===== config.mk =====
export PLATFORM = sky130hd
export DESIGN_NAME = timer_core_flat
export DESIGN_NICKNAME = d
export VERILOG_FILES = /design/src/rtl/timer_pkg.sv /design/src/rtl/timer_if.sv /design/src/rtl/bcd_digit.sv /design/src/rtl/timer_core.sv /design/src/flat_wrapper.sv
export SDC_FILE = /design/constraint.sdc
export NUM_CORES = 1
export LEC_CHECK = 0
export ABC_AREA = 1
export CORE_MARGIN = 8
export CORE_UTILIZATION = 51
export DETAILED_ROUTE_END_ITERATION = 6
export PLACE_DENSITY = 0.76
export SYNTH_ARGS = -nofsm -noshare
export SYNTH_HDL_FRONTEND = slang
export SYNTH_HIERARCHICAL = 1
export SYNTH_SLANG_ARGS = --single-unit

===== constraint.sdc =====
create_clock -name clk -period 3.5 [get_ports clk]
set_clock_uncertainty 0.15 [all_clocks]
set_input_delay 0.525 -clock clk [delete_from_list [all_inputs] [get_ports clk]]
set_output_delay 0.525 -clock clk [all_outputs]
set_load 0.005 [all_outputs]

===== src/rtl/timer_pkg.sv =====
// Shared definitions for the MM:SS BCD timer: state encodings, mode codes,
// BCD digit limits and the load-value clamp helper.
package timer_pkg;

  typedef enum logic [1:0] {
    ST_IDLE  = 2'd0,
    ST_RUN   = 2'd1,
    ST_PAUSE = 2'd2,
    ST_DONE  = 2'd3
  } state_e;

  localparam logic [1:0] MODE_UP_LIMIT = 2'b00;
  localparam logic [1:0] MODE_DN_LIMIT = 2'b01;
  localparam logic [1:0] MODE_UP_LOAD  = 2'b10;
  localparam logic [1:0] MODE_DN_LOAD  = 2'b11;

  localparam logic [3:0] DIGIT_MAX_DEC = 4'd9;
  localparam logic [3:0] DIGIT_MAX_SEX = 4'd5;

  // Force an arbitrary 16-bit preset into a legal MM:SS BCD value.
  function automatic logic [15:0] clamp_bcd(input logic [15:0] v);
    logic [15:0] r;
    r = v;
    if (r[15:12] > DIGIT_MAX_DEC) r[15:12] = DIGIT_MAX_DEC;
    if (r[11:8]  > DIGIT_MAX_DEC) r[11:8]  = DIGIT_MAX_DEC;
    if (r[7:4]   > DIGIT_MAX_SEX) r[7:4]   = DIGIT_MAX_SEX;
    if (r[3:0]   > DIGIT_MAX_DEC) r[3:0]   = DIGIT_MAX_DEC;
    return r;
  endfunction

endpackage


===== src/rtl/timer_if.sv =====
// Control/status bundle between the tick divider, the timer core and the display path.
interface timer_if;
  logic        tick;
  logic [1:0]  mode;
  logic [15:0] load_val;
  logic        start;
  logic        clear;
  logic        lap;
  logic [15:0] digits;
  logic        running;
  logic        done;

  modport master (
    output tick, mode, load_val, start, clear, lap,
    input  digits, running, done
  );

  modport slave (
    input  tick, mode, load_val, start, clear, lap,
    output digits, running, done
  );
endinterface


===== src/rtl/bcd_digit.sv =====
// One mod-N BCD digit of the count chain: computes the stepped value and a
// wrap flag that enables the next more-significant digit.
module bcd_digit
  import timer_pkg::*;
#(
  parameter int N = int'(DIGIT_MAX_DEC) + 1
) (
  input  logic [3:0] digit_i,
  input  logic       en_i,
  input  logic       dir_i,
  output logic [3:0] digit_o,
  output logic       wrap_o
);

  localparam logic [3:0] MAX = 4'(N - 1);

  always_comb begin
    digit_o = digit_i;
    wrap_o  = 1'b0;
    if (en_i) begin
      if (!dir_i) begin
        if (digit_i == MAX) begin
          digit_o = 4'd0;
          wrap_o  = 1'b1;
        end else begin
          digit_o = digit_i + 4'd1;
        end
      end else begin
        if (digit_i == 4'd0) begin
          digit_o = MAX;
          wrap_o  = 1'b1;
        end else begin
          digit_o = digit_i - 4'd1;
        end
      end
    end
  end

endmodule


===== src/rtl/timer_core.sv =====
// Four-function MM:SS BCD timer core: FSM, tick prescaler, target compare and display mux.
// Optional lap-hold display freeze is built when TIMER_LAP_EN is defined.
module timer_core
  import timer_pkg::*;
#(
  parameter int          TICKS_PER_STEP = 1,
  parameter logic [15:0] LIMIT          = 16'h9959
) (
  input  logic   clk,
  input  logic   rst_n,
  timer_if.slave bus
);

  state_e      state_q, state_d;
  logic [15:0] count_q, count_d;
  logic [15:0] target_q, target_d;
  logic [7:0]  presc_q, presc_d;
  logic        dir_q, dir_d;

  logic [15:0] load_l;
  logic [15:0] init_v;
  logic [15:0] tgt_v;
  logic        dir_v;
  logic [7:0]  presc_inc;
  logic [15:0] count_step;
  logic [2:0]  carry;
  logic        carry_unused;

  // The chain always computes count +/- 1; the FSM decides whether to take it.
  bcd_digit #(.N(10)) u_s1 (
    .digit_i(count_q[3:0]),   .en_i(1'b1),     .dir_i(dir_q),
    .digit_o(count_step[3:0]), .wrap_o(carry[0])
  );
  bcd_digit #(.N(6)) u_s10 (
    .digit_i(count_q[7:4]),   .en_i(carry[0]), .dir_i(dir_q),
    .digit_o(count_step[7:4]), .wrap_o(carry[1])
  );
  bcd_digit #(.N(10)) u_m1 (
    .digit_i(count_q[11:8]),  .en_i(carry[0] & carry[1]), .dir_i(dir_q),
    .digit_o(count_step[11:8]), .wrap_o(carry[2])
  );
  bcd_digit #(.N(10)) u_m10 (
    .digit_i(count_q[15:12]), .en_i(carry[0] & carry[1] & carry[2]), .dir_i(dir_q),
    .digit_o(count_step[15:12]), .wrap_o(carry_unused)
  );

  always_comb begin
    load_l = clamp_bcd(bus.load_val);
    init_v = 16'h0000;
    tgt_v  = LIMIT;
    dir_v  = 1'b0;
    case (bus.mode)
      MODE_UP_LIMIT: begin init_v = 16'h0000; tgt_v = LIMIT;    dir_v = 1'b0; end
      MODE_DN_LIMIT: begin init_v = LIMIT;    tgt_v = 16'h0000; dir_v = 1'b1; end
      MODE_UP_LOAD:  begin init_v = 16'h0000; tgt_v = load_l;   dir_v = 1'b0; end
      MODE_DN_LOAD:  begin init_v = load_l;   tgt_v = 16'h0000; dir_v = 1'b1; end
      default: ;
    endcase
  end

  // clear beats start beats tick; start always swallows a same-cycle tick.
  always_comb begin
    state_d   = state_q;
    count_d   = count_q;
    target_d  = target_q;
    presc_d   = presc_q;
    dir_d     = dir_q;
    presc_inc = presc_q + 8'd1;
    if (bus.clear) begin
      state_d = ST_IDLE;
      count_d = 16'h0000;
      presc_d = 8'd0;
    end else if (bus.start) begin
      case (state_q)
        ST_IDLE, ST_DONE: begin
          count_d  = init_v;
          target_d = tgt_v;
          dir_d    = dir_v;
          presc_d  = 8'd0;
          state_d  = (init_v == tgt_v) ? ST_DONE : ST_RUN;
        end
        ST_RUN:   state_d = ST_PAUSE;
        ST_PAUSE: state_d = ST_RUN;
        default:  state_d = ST_IDLE;
      endcase
    end else if (bus.tick && state_q == ST_RUN) begin
      if (presc_inc == 8'(TICKS_PER_STEP)) begin
        presc_d = 8'd0;
        count_d = count_step;
        if (count_step == target_q) state_d = ST_DONE;
      end else begin
        presc_d = presc_inc;
      end
    end
  end

  always_ff @(posedge clk or negedge rst_n) begin
    if (!rst_n) begin
      state_q  <= ST_IDLE;
      count_q  <= 16'h0000;
      target_q <= 16'h0000;
      presc_q  <= 8'd0;
      dir_q    <= 1'b0;
    end else begin
      state_q  <= state_d;
      count_q  <= count_d;
      target_q <= target_d;
      presc_q  <= presc_d;
      dir_q    <= dir_d;
    end
  end

  assign bus.running = (state_q == ST_RUN);
  assign bus.done    = (state_q == ST_DONE);

`ifdef TIMER_LAP_EN
  logic        lap_hold_q, lap_hold_d;
  logic [15:0] lap_val_q, lap_val_d;

  // The snapshot takes the post-edge count so the display does not jump on toggle-on.
  always_comb begin
    lap_hold_d = lap_hold_q;
    lap_val_d  = lap_val_q;
    if (state_d == ST_IDLE || state_d == ST_DONE) begin
      lap_hold_d = 1'b0;
    end else if (bus.lap && (state_q == ST_RUN || state_q == ST_PAUSE)) begin
      lap_hold_d = ~lap_hold_q;
      if (!lap_hold_q) lap_val_d = count_d;
    end
  end

  always_ff @(posedge clk or negedge rst_n) begin
    if (!rst_n) begin
      lap_hold_q <= 1'b0;
      lap_val_q  <= 16'h0000;
    end else begin
      lap_hold_q <= lap_hold_d;
      lap_val_q  <= lap_val_d;
    end
  end

  assign bus.digits = lap_hold_q ? lap_val_q : count_q;
`else
  logic unused_lap;
  assign unused_lap = bus.lap;
  assign bus.digits = count_q;
`endif

endmodule


===== src/flat_wrapper.sv =====
// flat-port wrapper written by rule: the top's interface ports become plain ports
module timer_core_flat import timer_pkg::*;
#(
  parameter int          TICKS_PER_STEP = 1,
  parameter logic [15:0] LIMIT          = 16'h9959
)
  (clk, rst_n, bus_tick, bus_mode, bus_load_val, bus_start, bus_clear, bus_lap, bus_digits, bus_running, bus_done);
  timer_if bus_i ();
  input  logic clk;
  input  logic rst_n;
  input wire logic [$bits(bus_i.tick)-1:0] bus_tick;
  input wire logic [$bits(bus_i.mode)-1:0] bus_mode;
  input wire logic [$bits(bus_i.load_val)-1:0] bus_load_val;
  input wire logic [$bits(bus_i.start)-1:0] bus_start;
  input wire logic [$bits(bus_i.clear)-1:0] bus_clear;
  input wire logic [$bits(bus_i.lap)-1:0] bus_lap;
  output wire logic [$bits(bus_i.digits)-1:0] bus_digits;
  output wire logic [$bits(bus_i.running)-1:0] bus_running;
  output wire logic [$bits(bus_i.done)-1:0] bus_done;
  assign bus_i.tick = bus_tick;
  assign bus_i.mode = bus_mode;
  assign bus_i.load_val = bus_load_val;
  assign bus_i.start = bus_start;
  assign bus_i.clear = bus_clear;
  assign bus_i.lap = bus_lap;
  assign bus_digits = bus_i.digits;
  assign bus_running = bus_i.running;
  assign bus_done = bus_i.done;
  timer_core #(.TICKS_PER_STEP(TICKS_PER_STEP), .LIMIT(LIMIT)) u_core (.clk(clk), .rst_n(rst_n), .bus(bus_i));
endmodule

==> impl_metrics.json, run 1 <==
{
  "outcome": "finished, final reports clean",
  "fillers": 578,
  "power_density_nw_per_um2": 379,
  "max_freq_mhz": 300,
  "cp-startpoint": "u_core/bus.digits[1]",
  "r2r_cells": 28,
  "route.detailed.drc": 0,
  "worstMarginPinSlew_ns": 0.984,
  "hp-class": "in -> async",
  "slowest_delay_ns": 0.45,
  "placed_area_um2": 3910,
  "crit_buf_inv": 8,
  "start_kind": "flip-flop",
  "clockBufferDepth": 2,
  "worstPathArrival_ns": 3.42,
  "routed_wl_um": 9620,
  "synth_area_um2": 3360,
  "num_io_pins": 42,
  "cts-root-buf": "clkbuf_8",
  "cts_inserted_buffers": 5,
  "clk_latency_ns": 0.30,
  "io_buffers": 40,
  "yosysWarningCount": 6,
  "fp.dieW_um": 97.2,
  "critPathCaptureType": "flip-flop",
  "die_area_um2": 9450,
  "nets": 633,
  "period_minus_slack_ns": 3.33,
  "clock_sinks": 43,
  "diodes": 0,
  "power.leakage_nw": 2.13,
  "grt_max_degree": 44,
  "hold_viol_final": 0,
  "regToRegEndpoint": "u_core/state_q[0]",
  "crit_fanout": 5,
  "worstSetupPathDepth": 28,
  "syn_area_per_cell_um2": 6.20,
  "worstPathRequired_ns": 3.59,
  "cts_tree": "yes",
  "cp_slowest_cell": "dfrtp_2",
  "grt_pass1_wl_um": 16100,
  "timing.final.crit_share": 0.952,
  "ant_nets": 0,
  "fp.dieH_um": 97.2,
  "ff2ff_setup_slack_ns": 0.17,
  "r2r-start": "u_core/bus.digits[1]",
  "vias_per_cell": 5.32,
  "cts_hold_buf": 0,
  "start_util": 0.529,
  "place.gp.congestion": 0.938,
  "drive_above_1_share": 0.111,
  "endpoint": "u_core/state_q[0]",
  "dp_hpwl_um": 7190,
  "vdd_ir_drop_max_v": 0.000233,
  "groute.usage.overall": 0.199,
  "hold-worst-slack_ns": 0.222,
  "crit_top_cell": "nand2_1",
  "slew-limit-headroom": 0.344,
  "cap_violations": 0,
  "vias": 3628,
  "crit_type": "reg -> reg",
  "finalMaxSlewViolations": 0,
  "wl_per_cell_um": 14.1,
  "antenna_found_initial": 0,
  "initialDrtViolationCount": 244,
  "rows": 29,
  "core_um2": 6350,
  "area_growth_pct": 21.7,
  "path_clk_slew_ns": 0.08,
  "htreeDepth": 2,
  "cp_top_family": "simple AND/OR/NAND/NOR gates",
  "setup_viol": 0,
  "firstDrtPassIters": 5,
  "finalInstanceArea_um2": 4090,
  "netlist_instances": 542,
  "grt_overflow_total": 0,
  "grt_pass1_vias": 3425
}
## what timing repair did
item                                    in CTS  in global routing
buffers inserted                             0                  8
endpoints found under the setup margin       0                  2
gates resized for setup                      0                 12
## area by class of cell
cell class	instances	area (um2)	area share
multi-input combinational	418	2000	0.488
sequential	43	1080	0.264
inverter	77	292	0.0712
clock buffer	7	86.3	0.0211
tap	77	96.3	0.0235
clock inverter	1	5.00	0.00122
timing repair buffer	59	538	0.131
## stage by stage
stage | worst slack (ns) | std cells | util | TNS [ns] | power (W)
2_1_floorplan | 0.150 | 547 | - | 0 | 0.000988
3_3_place_gp | 0.218 | 666 | 0.616 | 0 | 0.00119
3_5_place_dp | 0.0971 | 666 | 0.616 | 0 | 0.00120
4_1_cts | 0.0742 | 674 | 0.630 | 0 | 0.00153
5_1_grt | -0.0423 | 682 | 0.645 | -0.0683 | 0.00166
6_report | 0.168 | 682 | 0.645 | 0 | 0.00155
## worst min-delay path by stage
stage	startpoint	end	slack (ns)	depth (start not counted)
2_1_floorplan	rst_n	u_core/bus.digits[0]	0.08	0
4_1_cts	rst_n	u_core/presc_q[3]	0.27	1
3_3_place_gp	u_core/target_q[7]	u_core/target_q[7]	0.32	2
6_report	rst_n	u_core/presc_q[3]	0.22	1
5_1_grt	rst_n	u_core/presc_q[4]	0.31	1
3_5_place_dp	u_core/target_q[7]	u_core/target_q[7]	0.33	2
## sequential cells by signal (all words and copies together) (netlist names)
name	cells
u_core/bus.digits	16
u_core/dir_q	1
u_core/presc_q	8
u_core/state_q	2
u_core/target_q	16
## cell usage in the layout, fill, tap and decap left out, types with 4 or more instances in the layout
master and n:
clkbuf_8 6, nand4_1 11, o21ai_0 21, nor2_1 50, o21ai_2 4, nand2_1 193, inv_1 69, o22ai_1 22
a21oi_1 10, conb_1 6, clkdlybuf4s50_1 39, nor2_2 10, xor2_1 8, inv_2 6, dfrtp_1 40, o21ai_1 6
buf_4 19, nand3_1 46, ha_1 5, nand2_2 8
## worst reg2reg max path: cells and delay by family (launching register included)
kind                   cells  cell delay (ns)
buffers and inverters      8             0.65
flip-flops                 1             0.45
AND/OR/NAND/NOR           17             1.43
AO/OA/AOI/OAI              3             0.61
## layer usage
layer / vias to the layer above / share of wire / GRT usage
li1: 1843 / - / -
met1: 1669 / 0.45 / 0.259
met2: 105 / 0.48 / 0.329
met3: 11 / 0.057 / 0.0327
met4: 0 / 0.012 / 0.0544
met5: - / 0 / 0
## where the power goes
part / internal, W / total [W] / switching [W] / leakage [nW]
registers: 0.000551 / 0.000619 / 0.0000679 / 0.572
clock network: 0.000159 / 0.000334 / 0.000174 / 0.0482
logic: 0.000241 / 0.000598 / 0.000357 / 1.51
total: 0.000952 / 0.00155 / 0.000599 / 2.13
Note: power is estimated with default switching activity, not from simulation.
==> inputs of run 2 (changes only) <==
--- a/config.mk
+++ b/config.mk
@@ -10,6 +10,7 @@
 export CORE_UTILIZATION = 51
 export DETAILED_ROUTE_END_ITERATION = 6
 export PLACE_DENSITY = 0.76
+export RECOVER_POWER = 100
 export SYNTH_ARGS = -nofsm -noshare
 export SYNTH_HDL_FRONTEND = slang
 export SYNTH_HIERARCHICAL = 1
==> run 2 against run 1 <==
Against the previous run:
- the run now ends with max-capacitance violations, max-slew violations left
- count of clock-buffer cells in the layout unchanged
- maximum frequency decreased by 0.84%
- non-clock buffer count unchanged
- total power is essentially flat
- sequential share of layout area is essentially flat
- largest cell class unchanged
==> impl_metrics.json, run 2 (synthesis results as in run 1) <==
{
  "outcome": "complete, but fails checks",
  "violations": "max-capacitance violations, max-slew violations",
  "finalInstanceArea_um2": 4090,
  "worstMarginPinSlew_ns": 2.39,
  "finalWorstSetupSlack_ns": 0.139,
  "pre_cts_ws_ns": 0.0971,
  "grt_overflow_total": 0,
  "r2r-start": "u_core/bus.digits[1]",
  "setup_viol": 0,
  "die_area_um2": 9450,
  "grt_max_degree": 44,
  "drive_above_1_share": 0.107,
  "clk_latency_ns": 0.30,
  "num_io_pins": 42,
  "min_path_cells": 2,
  "instances_no_fill": 682,
  "power.leakage_nw": 2.12,
  "vias": 3665,
  "wl_per_cell_um": 14.1,
  "core_um2": 6350,
  "internal_power_w": 0.000951,
  "crit_type": "reg -> reg",
  "rows": 29,
  "nets": 633,
  "io_buffers": 40,
  "vdd_ir_drop_max_v": 0.000232,
  "clockBufferDepth": 2,
  "route.detailed.drc": 0,
  "path_clk_slew_ns": 0.08,
  "groute.usage.overall": 0.199,
  "hold-worst-slack_ns": 0.353,
  "fillers": 579,
  "fp.dieH_um": 97.2,
  "finalMaxSlewViolations": 44,
  "period_minus_slack_ns": 3.36,
  "dp_cells": 666,
  "area_growth_pct": 21.6,
  "p_clk_frac": 0.215,
  "hold_viol_final": 0,
  "mostFrequentLayoutCell": "nand2_1",
  "cts_inserted_buffers": 5,
  "max_freq_mhz": 298,
  "crit_top_cell": "nand2_1",
  "worstPathRequired_ns": 3.59,
  "firstDrtPassIters": 7,
  "grt_pass1_vias": 3425,
  "dp_hpwl_um": 7190,
  "place.gp.congestion": 0.938,
  "setup_tns_ns": 0,
  "cp_slowest_cell": "dfrtp_2",
  "power_density_nw_per_um2": 379,
  "antenna_found_initial": 0,
  "holdCritStartpoint": "u_core/target_q[7]",
  "worstPathArrival_ns": 3.45,
  "power.share.sequential": 0.399,
  "cap_violations": 1,
  "final_cell_mix": "193 x nand2_1, 69 x inv_1, 50 x nor2_1, 46 x nand3_1, 40 x dfrtp_1",
  "multi_input_area_um2": 2000,
  "hp-class": "reg -> reg",
  "htreeDepth": 2,
  "p_switching_w": 0.000599,
  "timing.final.crit_share": 0.960,
  "cts-root-buf": "clkbuf_8",
  "slowest_delay_ns": 0.45,
  "start_kind": "flip-flop",
  "p_sw_frac": 0.387,
  "comb_power_share": 0.386,
  "cts_tree": "yes",
  "diodes": 0,
  "crit_fanout": 5,
  "initialDrtViolationCount": 285,
  "start_util": 0.529,
  "clock_sinks": 43,
  "critPathCaptureType": "flip-flop",
  "regToRegEndpoint": "u_core/state_q[0]",
  "ant_nets": 0,
  "vias_per_cell": 5.37,
  "fp.dieW_um": 97.2,
  "ff2ff_setup_slack_ns": 0.14,
  "r2r_cells": 28,
  "routed_wl_um": 9620,
  "grt_pass1_wl_um": 16100,
  "min_to": "u_core/target_q[7]",
  "seqCellArea_um2": 1080,
  "slew-limit-headroom": -0.591,
  "placed_area_um2": 3910
}
## run 2: worst max-delay path by stage
| stage | cells after the start | to | from | slack (ns) |
|---|---|---|---|---|
| global placement | 26 | u_core/state_q[1] | u_core/bus.digits[2] | 0.22 |
| CTS | 26 | u_core/state_q[0] | u_core/bus.digits[2] | 0.07 |
| floorplan | 22 | u_core/state_q[0] | u_core/bus.digits[0] | 0.15 |
| global route | 26 | u_core/state_q[1] | u_core/bus.digits[2] | -0.04 |
| finish | 28 | u_core/state_q[0] | u_core/bus.digits[1] | 0.14 |
| detailed placement | 26 | u_core/state_q[0] | u_core/bus.digits[2] | 0.1 |
## run 2: power by group through the flow
stage               clock [W]  sequential, W  combinational [W]
global placement            0       0.000624           0.000563
finish               0.000334       0.000618           0.000598
global route         0.000358       0.000629           0.000668
floorplan                   0       0.000622           0.000366
detailed placement          0       0.000627           0.000570
CTS                  0.000342       0.000617           0.000573
## run 2: through the flow
stage          utilization  power (W)
3_3_place_gp         0.616    0.00119
5_1_grt              0.644    0.00165
6_report             0.644    0.00155
4_1_cts              0.630    0.00153
2_1_floorplan            -   0.000988
3_5_place_dp         0.616    0.00120
## run 2: worst max-delay path, delay by kind of cell (launching register included)
family | cells | cell delay, ns
buffers and inverters | 8 | 0.66
and+or+nand+nor | 17 | 1.44
AOI/OAI and AO/OA | 3 | 0.62
DFF | 1 | 0.45
## run 2: what timing repair did
action | CTS | global route
gates resized for setup | 0 | 12
setup endpoints to repair | 0 | 2
buffers inserted | 0 | 8
hold buffers | 0 | 0
## run 2: area by class of cell
cell class	count	share of cell area
Multi-Input combinational cell	418	0.488
Sequential cell	43	0.264
Timing Repair Buffer	59	0.130
Inverter	77	0.0713
Tap cell	77	0.0236
Clock buffer	7	0.0211
Clock inverter	1	0.00122
## run 2: metal layers
metal / vias to the layer above / global-route usage / wire, um
met3: 11 / 0.0327 / 542
met5: - / 0 / 0
met4: 0 / 0.0544 / 121
li1: 1844 / - / -
met1: 1701 / 0.259 / 4300
met2: 109 / 0.329 / 4660
==> inputs of run 3 (changes only) <==
--- a/config.mk
+++ b/config.mk
@@ -7,9 +7,9 @@
 export LEC_CHECK = 0
 export ABC_AREA = 1
 export CORE_MARGIN = 8
-export CORE_UTILIZATION = 51
+export CORE_UTILIZATION = 55
 export DETAILED_ROUTE_END_ITERATION = 6
-export PLACE_DENSITY = 0.76
+export PLACE_DENSITY = 0.78
 export RECOVER_POWER = 100
 export SYNTH_ARGS = -nofsm -noshare
 export SYNTH_HDL_FRONTEND = slang
==> constraint.sdc (replaced) <==
create_clock -name clk -period 4.1 [get_ports clk]
set_clock_uncertainty 0.15 [all_clocks]
set_input_delay 0.615 -clock clk [delete_from_list [all_inputs] [get_ports clk]]
set_output_delay 0.615 -clock clk [all_outputs]
set_load 0.005 [all_outputs]
==> run 3 against run 2 <==
Against the previous run:
- the run still ends with max-capacitance violations, max-slew violations left
- total power is 13% lower
- critical path depth down 5
- setup slack better by 0.23 ns
- global-route usage increased by 1.4 points
- sequential cell count stayed put
- via count is 1.9% lower
- critical path type unchanged
- largest cell class unchanged
==> impl_metrics.json, run 3 (synthesis results as in run 1) <==
{
  "outcome": "complete, but fails checks",
  "violations": "max-capacitance violations, max-slew violations",
  "core_um2": 5920,
  "crit_fanout": 8,
  "cts_inserted_buffers": 5,
  "p_switching_w": 0.000500,
  "die_area_um2": 8870,
  "clk_latency_ns": 0.30,
  "clock_sinks": 43,
  "ant_nets": 0,
  "instances_no_fill": 665,
  "min_to": "u_core/target_q[7]",
  "io_buffers": 40,
  "area_growth_pct": 17.9,
  "grt_use_met1": 0.276,
  "setup_tns_ns": 0,
  "place.gp.congestion": 0.971,
  "antenna_found_initial": 0,
  "cts-root-buf": "clkbuf_8",
  "fillers": 581,
  "placed_area_um2": 3850,
  "wl_per_cell_um": 14.0,
  "grt_overflow_total": 0,
  "hold-worst-slack_ns": 0.346,
  "dp_cells": 657,
  "grt.met2_usage": 0.348,
  "worstMarginPinSlew_ns": 2.41,
  "max_freq_mhz": 268,
  "drive_above_1_share": 0.0627,
  "grt_max_degree": 44,
  "finalMaxSlewViolations": 44,
  "grt_pass1_wl_um": 15300,
  "num_io_pins": 42,
  "setup_viol": 0,
  "groute.usage.overall": 0.213,
  "crit_type": "reg -> reg",
  "firstDrtPassIters": 5,
  "htreeDepth": 2,
  "timing.final.crit_share": 0.910,
  "hp-class": "reg -> reg",
  "grt_pass1_vias": 3311,
  "vias": 3596,
  "comb_power_share": 0.347,
  "worstPathRequired_ns": 4.19,
  "postCtsSetupBuffers": 0,
  "worstPathArrival_ns": 3.82,
  "diodes": 0,
  "path_clk_slew_ns": 0.09,
  "vias_per_cell": 5.41,
  "start_kind": "flip-flop",
  "power_density_nw_per_um2": 340,
  "top_usage_layer": "met2",
  "fp.dieH_um": 94.2,
  "multi_input_area_um2": 1970,
  "hold_viol_final": 0,
  "r2r-start": "u_core/bus.digits[0]",
  "final_cell_mix": "195 x nand2_1, 72 x inv_1, 50 x nor2_1, 47 x nand3_1, 43 x dfrtp_1",
  "regToRegEndpoint": "u_core/state_q[1]",
  "use_met3": 0.0400,
  "power.share.sequential": 0.393,
  "route.detailed.drc": 0,
  "critPathCaptureType": "flip-flop",
  "nets": 618,
  "power.leakage_nw": 2.11,
  "rsz0062_at_grt": "no",
  "period_minus_slack_ns": 3.73,
  "min_path_cells": 2,
  "cts_tree": "yes",
  "final_util": 0.669,
  "slew-limit-headroom": -0.605,
  "cap_violations": 1,
  "finalInstanceArea_um2": 3960,
  "start_util": 0.568,
  "seqCellArea_um2": 1080,
  "holdCritStartpoint": "u_core/target_q[7]",
  "ff2ff_setup_slack_ns": 0.37,
  "p_clk_frac": 0.261,
  "clockBufferDepth": 2,
  "dp_hpwl_um": 6920,
  "fp.dieW_um": 94.2,
  "p_sw_frac": 0.372,
  "mostFrequentLayoutCell": "nand2_1",
  "initialDrtViolationCount": 246,
  "r2r_cells": 23,
  "vdd_ir_drop_max_v": 0.000173,
  "internal_power_w": 0.000846,
  "rows": 28,
  "routed_wl_um": 9340
}
-- run 3: cell count changes in the layout (fill, tap and decap cells not counted), moves of 2 or more --
cell	previous run	this run
dlygate4sd3_1	1	19
inv_2	6	4
nand2_1	193	195
dfrtp_2	3	0
a21oi_1	10	12
clkdlybuf4s50_1	38	20
a21oi_2	2	0
dfrtp_1	40	43
inv_1	69	72
buf_4	18	2
-- run 3: worst max path at each step --
stage | slack, ns | to | startpoint
6_report | 0.37 | u_core/state_q[1] | u_core/bus.digits[0]
5_1_grt | 0.01 | u_core/state_q[0] | u_core/bus.digits[0]
3_5_place_dp | 0.14 | u_core/state_q[1] | u_core/bus.digits[0]
4_1_cts | 0.13 | u_core/state_q[1] | u_core/bus.digits[0]
2_1_floorplan | 0.54 | u_core/state_q[0] | u_core/dir_q
3_3_place_gp | 0.28 | u_core/state_q[0] | u_core/bus.digits[0]
-- run 3: routing by layer --
layer / up-vias / part of all wire
met4: 0 / 0.013
met3: 14 / 0.071
met1: 1638 / 0.44
li1: 1811 / -
met2: 133 / 0.47
met5: - / 0
-- run 3: timing repair --
action | in CTS | in global routing
setup endpoints to repair | 0 | 2
gates resized for setup | 0 | 3
hold buffers | 0 | 0
-- run 3: per-stage QoR --
stage          setup slack (ns)  power (W)
6_report                  0.370    0.00135
5_1_grt                  0.0124    0.00143
4_1_cts                   0.126    0.00135
3_5_place_dp              0.139   0.000998
3_3_place_gp              0.275   0.000989
2_1_floorplan             0.538   0.000841
-- run 3: final cells by class --
type | count | share of cell area
inverter | 77 | 0.0729
timing repair buffer | 44 | 0.105
tap | 75 | 0.0237
clock buffer | 6 | 0.0208
multi-input combinational | 418 | 0.497
sequential | 43 | 0.272
clock inverter | 2 | 0.00884
-- run 3: critical path, stage by stage, from the launching register on --
cell and delay [ns]:
dfrtp_1 0.47, nor2_2 0.22, nand2_1 0.12, a211oi_2 0.35, inv_1 0.15, a21oi_1 0.14, nand2_1 0.12, inv_1 0.20
inv_1 0.10, a211oi_1 0.23, inv_1 0.11, nor2_4 0.20, inv_1 0.08, a21oi_1 0.13, o21ai_1 0.10, inv_1 0.09
o22ai_1 0.08, nor2_1 0.09, nand3_1 0.07, nor2_1 0.14, nand2_1 0.10, nand2_1 0.09, nand2_1 0.06, nand2_1 0.06
-- run 3: power groups by stage --
stage               registers (W)  clock network [W]  logic [W]
detailed placement       0.000536                  0   0.000462
CTS                      0.000528           0.000356   0.000468
finish                   0.000528           0.000351   0.000467
floorplan                0.000530                  0   0.000311
global route             0.000536           0.000373   0.000520
global placement         0.000534                  0   0.000455
